<file path="src/rtl/endstop_capture_if.sv">
// Endstop capture bus: debouncer edge report, host control and capture status.
interface endstop_capture_if #(
    parameter int POS_W  = 64,
    parameter int MISS_W = 16
);
    logic              enable;
    logic              polarity;
    logic              ack;
    logic              sig_out;
    logic              sig_changed;
    logic [POS_W-1:0]  pos_in;
    logic [7:0]        cycles_in;
    logic              unlock;
    logic              stop_req;
    logic              triggered;
    logic [POS_W-1:0]  cap_pos;
    logic [7:0]        cap_cycles;
    logic [MISS_W-1:0] missed;
    logic              rel_err;

    // Capture block side
    modport slave (
        input  enable, polarity, ack, sig_out, sig_changed, pos_in, cycles_in,
        output unlock, stop_req, triggered, cap_pos, cap_cycles, missed, rel_err
    );

    // Debouncer/host side
    modport master (
        output enable, polarity, ack, sig_out, sig_changed, pos_in, cycles_in,
        input  unlock, stop_req, triggered, cap_pos, cap_cycles, missed, rel_err
    );
endinterface

</file>
<file path="src/rtl/endstop_capture.sv">
// Endstop capture: qualifies locked debouncer edges as triggers, latches the
// trigger position, raises a stop request until host ack, and always hands the
// debouncer a single unlock pulse so it can report the next edge.
module endstop_capture #(
    parameter int POS_W   = 64,
    parameter int MISS_W  = 16,
    parameter int REL_TMO = 15
) (
    input  logic                 clk,
    input  logic                 reset,
    endstop_capture_if.slave     bus
);
    localparam int TMR_W = $clog2(REL_TMO + 1);

    typedef enum logic [2:0] {
        S_IDLE,
        S_ARMED,
        S_TRIG,
        S_REL_IDLE,
        S_REL_HOLD
    } state_t;

    state_t            r_state;
    logic [TMR_W-1:0]  r_timer;
    logic              r_unlock;
    logic              r_stop_req;
    logic              r_triggered;
    logic [POS_W-1:0]  r_cap_pos;
    logic [7:0]        r_cap_cycles;
    logic [MISS_W-1:0] r_missed;
    logic              r_rel_err;

    logic [MISS_W-1:0] w_missed_inc;
    logic              w_hit;

    // Saturating increment of the missed-edge count and trigger qualification
    always_comb begin
        w_missed_inc = (r_missed == '1) ? r_missed : r_missed + MISS_W'(1);
        w_hit        = bus.sig_changed && (bus.sig_out == bus.polarity);
    end

    // Capture state machine with registered outputs
    always_ff @(posedge clk) begin
        if (reset) begin
            r_state      <= S_IDLE;
            r_timer      <= '0;
            r_unlock     <= 1'b0;
            r_stop_req   <= 1'b0;
            r_triggered  <= 1'b0;
            r_cap_pos    <= '0;
            r_cap_cycles <= '0;
            r_missed     <= '0;
            r_rel_err    <= 1'b0;
        end else begin
            r_unlock <= 1'b0;
            case (r_state)
                S_IDLE: begin
                    if (bus.sig_changed) begin
                        r_missed <= w_missed_inc;
                        r_unlock <= 1'b1;
                        r_timer  <= '0;
                        r_state  <= S_REL_IDLE;
                    end else if (bus.enable) begin
                        r_state <= S_ARMED;
                    end
                end
                S_ARMED: begin
                    if (w_hit) begin
                        r_cap_pos    <= bus.pos_in;
                        r_cap_cycles <= bus.cycles_in;
                        r_stop_req   <= 1'b1;
                        r_triggered  <= 1'b1;
                        r_state      <= S_TRIG;
                    end else if (bus.sig_changed) begin
                        r_missed <= w_missed_inc;
                        r_unlock <= 1'b1;
                        r_timer  <= '0;
                        r_state  <= S_REL_IDLE;
                    end else if (!bus.enable) begin
                        r_state <= S_IDLE;
                    end
                end
                S_TRIG: begin
                    if (bus.ack) begin
                        r_unlock    <= 1'b1;
                        r_stop_req  <= 1'b0;
                        r_triggered <= 1'b0;
                        r_timer     <= '0;
                        r_state     <= S_REL_HOLD;
                    end
                end
                S_REL_IDLE, S_REL_HOLD: begin
                    // sig_changed is still high on the first cycle (timer=0)
                    // because the debouncer only just sampled unlock.
                    if (!bus.sig_changed && (r_timer != '0)) begin
                        r_timer <= '0;
                        r_state <= bus.enable ? S_ARMED : S_IDLE;
                    end else if (r_timer == TMR_W'(REL_TMO)) begin
                        r_rel_err <= 1'b1;
                        r_timer   <= '0;
                        r_state   <= bus.enable ? S_ARMED : S_IDLE;
                    end else begin
                        r_timer <= r_timer + TMR_W'(1);
                    end
                end
                default: begin
                    r_timer <= '0;
                    r_state <= S_IDLE;
                end
            endcase
        end
    end

    assign bus.unlock     = r_unlock;
    assign bus.stop_req   = r_stop_req;
    assign bus.triggered  = r_triggered;
    assign bus.cap_pos    = r_cap_pos;
    assign bus.cap_cycles = r_cap_cycles;
    assign bus.missed     = r_missed;
    assign bus.rel_err    = r_rel_err;
endmodule

</file>
<file path="src/flat_wrapper.sv">
// flat-port wrapper written by rule: the top's interface ports become plain ports
module endstop_capture_flat 
#(
    parameter int POS_W   = 64,
    parameter int MISS_W  = 16,
    parameter int REL_TMO = 15
)
  (clk, reset, bus_enable, bus_polarity, bus_ack, bus_sig_out, bus_sig_changed, bus_pos_in, bus_cycles_in, bus_unlock, bus_stop_req, bus_triggered, bus_cap_pos, bus_cap_cycles, bus_missed, bus_rel_err);
  endstop_capture_if #(.POS_W(POS_W), .MISS_W(MISS_W)) bus_i ();
  input  logic clk;
  input  logic reset;
  input wire logic [$bits(bus_i.enable)-1:0] bus_enable;
  input wire logic [$bits(bus_i.polarity)-1:0] bus_polarity;
  input wire logic [$bits(bus_i.ack)-1:0] bus_ack;
  input wire logic [$bits(bus_i.sig_out)-1:0] bus_sig_out;
  input wire logic [$bits(bus_i.sig_changed)-1:0] bus_sig_changed;
  input wire logic [$bits(bus_i.pos_in)-1:0] bus_pos_in;
  input wire logic [$bits(bus_i.cycles_in)-1:0] bus_cycles_in;
  output wire logic [$bits(bus_i.unlock)-1:0] bus_unlock;
  output wire logic [$bits(bus_i.stop_req)-1:0] bus_stop_req;
  output wire logic [$bits(bus_i.triggered)-1:0] bus_triggered;
  output wire logic [$bits(bus_i.cap_pos)-1:0] bus_cap_pos;
  output wire logic [$bits(bus_i.cap_cycles)-1:0] bus_cap_cycles;
  output wire logic [$bits(bus_i.missed)-1:0] bus_missed;
  output wire logic [$bits(bus_i.rel_err)-1:0] bus_rel_err;
  assign bus_i.enable = bus_enable;
  assign bus_i.polarity = bus_polarity;
  assign bus_i.ack = bus_ack;
  assign bus_i.sig_out = bus_sig_out;
  assign bus_i.sig_changed = bus_sig_changed;
  assign bus_i.pos_in = bus_pos_in;
  assign bus_i.cycles_in = bus_cycles_in;
  assign bus_unlock = bus_i.unlock;
  assign bus_stop_req = bus_i.stop_req;
  assign bus_triggered = bus_i.triggered;
  assign bus_cap_pos = bus_i.cap_pos;
  assign bus_cap_cycles = bus_i.cap_cycles;
  assign bus_missed = bus_i.missed;
  assign bus_rel_err = bus_i.rel_err;
  endstop_capture #(.POS_W(POS_W), .MISS_W(MISS_W), .REL_TMO(REL_TMO)) u_core (.clk(clk), .reset(reset), .bus(bus_i));
endmodule
</file>
<file path="config.mk">
export PLATFORM = sky130hd
export DESIGN_NAME = endstop_capture_flat
export DESIGN_NICKNAME = d
export VERILOG_FILES = /design/src/rtl/endstop_capture_if.sv /design/src/rtl/endstop_capture.sv /design/src/flat_wrapper.sv
export SDC_FILE = /design/constraint.sdc
export NUM_CORES = 1
export LEC_CHECK = 0
export ABC_AREA = 1
export CORE_MARGIN = 5
export CORE_UTILIZATION = 35
export DETAILED_ROUTE_END_ITERATION = 6
export GPL_TIMING_DRIVEN = 0
export HOLD_SLACK_MARGIN = 0.08
export PLACE_DENSITY = 0.74
export SYNTH_ARGS = -nofsm -noshare
export SYNTH_HDL_FRONTEND = slang
export SYNTH_SLANG_ARGS = --single-unit
</file>
<file path="constraint.sdc">
create_clock -name clk -period 3.26 [get_ports clk]
set_input_delay 0.489 -clock clk [delete_from_list [all_inputs] [get_ports clk]]
set_output_delay 0.489 -clock clk [all_outputs]
set_load 0.005 [all_outputs]
</file>
==> results.yml <==
run_status:
  status: "completed"
yosys:
  ys_seq_area_share_pct: 48.98
  yosysWarnings: 0
  synth_top_area_share_pct: 48.98
  async_reset_ff_share_pct: 0
  yosysTopAreaCell: "dfxtp_1"
  synthTopCellsByArea: "dfxtp_1, nor2_1, nand2_1, o21ai_0, o21ai_1"
  ys.flop_type: "dfxtp_1"
  syn_area_mm2: 0.004005
  yosysMostFrequentCell: "nor2_1"
  synth_common_cells: "nor2_1, dfxtp_1, nand2_1"
  ys_ff_latch: 98
  synth-edff-count: 0
  synth.lib_cells_used.distinct: 25
  syn_area_per_cell_um2: 7.242
  synthCells: 553
  syn_nets: 635
timing:
  slew_headroom_pct: 67.44
  hold_violations: 0
  skew_ps: 9.083
  rsz0062_at_grt: "no"
  tns_ps: 0
  setup-violations-final: 0
  max_clock_freq_mhz: 523.6
  drv_slew: 0
  period_share_pct: 58.58
  fin_ws_ps: 1350
  fin_crit_ps: 1910
  tightest_slew_ps: 488.4
critical_path:
  cp_max_fo: 10
  path_common_cell: "clkbuf_1"
  endpoint_kind: "flip-flop"
  critPathKind: "input pin to flip-flop"
  r2r-start: "u_core.bus.missed[0]"
  arrival_ps: 2180
  cp_data_required_time_ps: 3530
  setup.worst_path.start: "reset"
  cp_top_family: "buffers and inverters"
  cp_num_buf_inv: 4
  cp_slowest_cell: "clkdlybuf4s50_1"
  worstSetupStartpointType: "input pin"
  path_cells: "clkdlybuf4s50_1 -> inv_1 -> clkbuf_1 -> clkbuf_1 -> o21ai_1 -> nor2_1"
  slowest_delay_ps: 480
clock_tree:
  cts_tree: "built"
  clk_pin_slew_ps: 70
  clk_latency_ps: 340
  htreeDepth: 3
  cts_setup_buffers: 0
  cts_hold_buf: 0
  clock_sinks: 98
  cts_made_buffers: 9
  cts_resized: 0
  root_buffer: "clkbuf_16"
  clockBufferDepth: 2
finish:
  nets: 816
  drive_gt1_share_pct: 5.962
  fillers: 1064
  instances_no_fill: 881
  fin_area_mm2: 0.006172
  n_antenna_cell: 0
  syn2layout_area_growth_pct: 54.11
floorplanning:
  design.die.area_mm2: 0.01368
  io_pins: 171
  core_mm2: 0.01132
  start_util_pct: 35.38
  die_h_um: 117.0
  core.rowCount: 39
  dieWidth_um: 117.0
power_and_ir_drop:
  power.density_mw_per_mm2: 463.1
  p_leak_nw: 2.551
  total_power_w: 0.002859
  irDropWorstVdd_uv: 249.5
placed_design:
  io_buffers: 170
  gp_congestion: 0.8702
  dp_slack_ps: 957.7
  placed_area_mm2: 0.005886
  dp_cells: 866
  dpl.hpwl_um: 9627
global_routing:
  antenna_found_initial: 0
  grt_max_degree: 15
  grt_use_total_pct: 18.33
  grt_pass1_wl_um: 20020
  grt_overflow: 0
  grt_pass1_vias: 4137
routing:
  vias: 4125
  route.detailed.drc: 0
  dr.pass1.iters: 4
  final_antenna_net_count: 0
  wl_per_cell_um: 14.18
  wirelength_um: 12490
  avgViaCountPerCell: 4.682
  first_iter_violations: 226
run:
  cap_violations: 0
min_path:
  hold_class: "flip-flop to flip-flop"
  hp-start: "u_core.bus.rel_err"
==> logic make-up (layout without fill, tap and decap cells) <==
family / count (synthesis) / count (layout) / synth area share (%)
XOR/XNOR: 8 / 8 / 1.750
flip-flops: 98 / 98 / 48.98
AO/OA/AOI/OAI: 95 / 95 / 12.00
buffers and inverters: 59 / 244 / 7.185
adder cells (fa/ha/maj): 3 / 3 / 0.9373
AND/OR/NAND/NOR: 290 / 290 / 29.15
==> final cells by class <==
class	count	area, um2	share of cell area, %
buffer	30	178.9	2.899
clock buffer	12	246.5	3.994
clock inverter	3	40.04	0.6487
inverter	29	108.9	1.764
multi-input combinational	396	1755	28.44
sequential	98	1962	31.79
tap	143	178.9	2.899
timing repair buffer	170	1702	27.57
==> per-layer routing <==
metal | GRT usage [%] | vias to the layer above | share of wire (%)
li1 | - | 2110 | -
met1 | 21.40 | 1861 | 41
met2 | 30.94 | 143 | 48
met3 | 6.787 | 11 | 9.5
met4 | 6.422 | 0 | 1.3
met5 | 0 | - | 0
==> state kept, by name, indices dropped and copies added (netlist names) <==
signal	count
u_core.r_state	3
u_core.bus.cap_pos	64
u_core.r_timer	4
u_core.bus.cap_cycles	8
u_core.bus.rel_err	1
u_core.bus.triggered	1
u_core.bus.missed	16
u_core.bus.unlock	1
==> where the power goes <==
| part | switching (W) | leakage, nW | internal [W] |
|---|---|---|---|
| sequential | 0.0000495 | 0.795 | 0.00127 |
| clock | 0.000435 | 0.142 | 0.000610 |
| combinational | 0.000216 | 1.61 | 0.000274 |
| total | 0.000701 | 2.55 | 0.00216 |
==> cells in the final DEF (no fill, tap or decap), drive strengths merged, types with 19 or more instances in the layout <==
cell type	n
nor2	179
clkdlybuf4s50	170
dfxtp	98
nand2	77
o21ai	74
nand3	30
inv	29
clkbuf	22
buf	20
a21oi	19
==> metrics by stage <==
step | hold WS [ps] | utilization [%]
4_1_cts | 483.7 | 54.52
5_1_grt | 512.5 | 54.52
3_5_place_dp | 462.3 | 51.99
3_3_place_gp | 456.0 | 51.99
6_report | 470.8 | 54.52
2_1_floorplan | 464.2 | -
==> worst paths after layout <==
check / cells past startpoint / endpoint / slack (ps)
hold / removal: 1 / u_core.bus.rel_err / 470
hold reg to reg: 1 / u_core.bus.rel_err / 470
setup / recovery: 6 / u_core.bus.cap_pos[13] / 1350
setup reg to reg: 9 / u_core.bus.missed[2] / 1520
No activity file was read; power rests on OpenSTA's default activity.
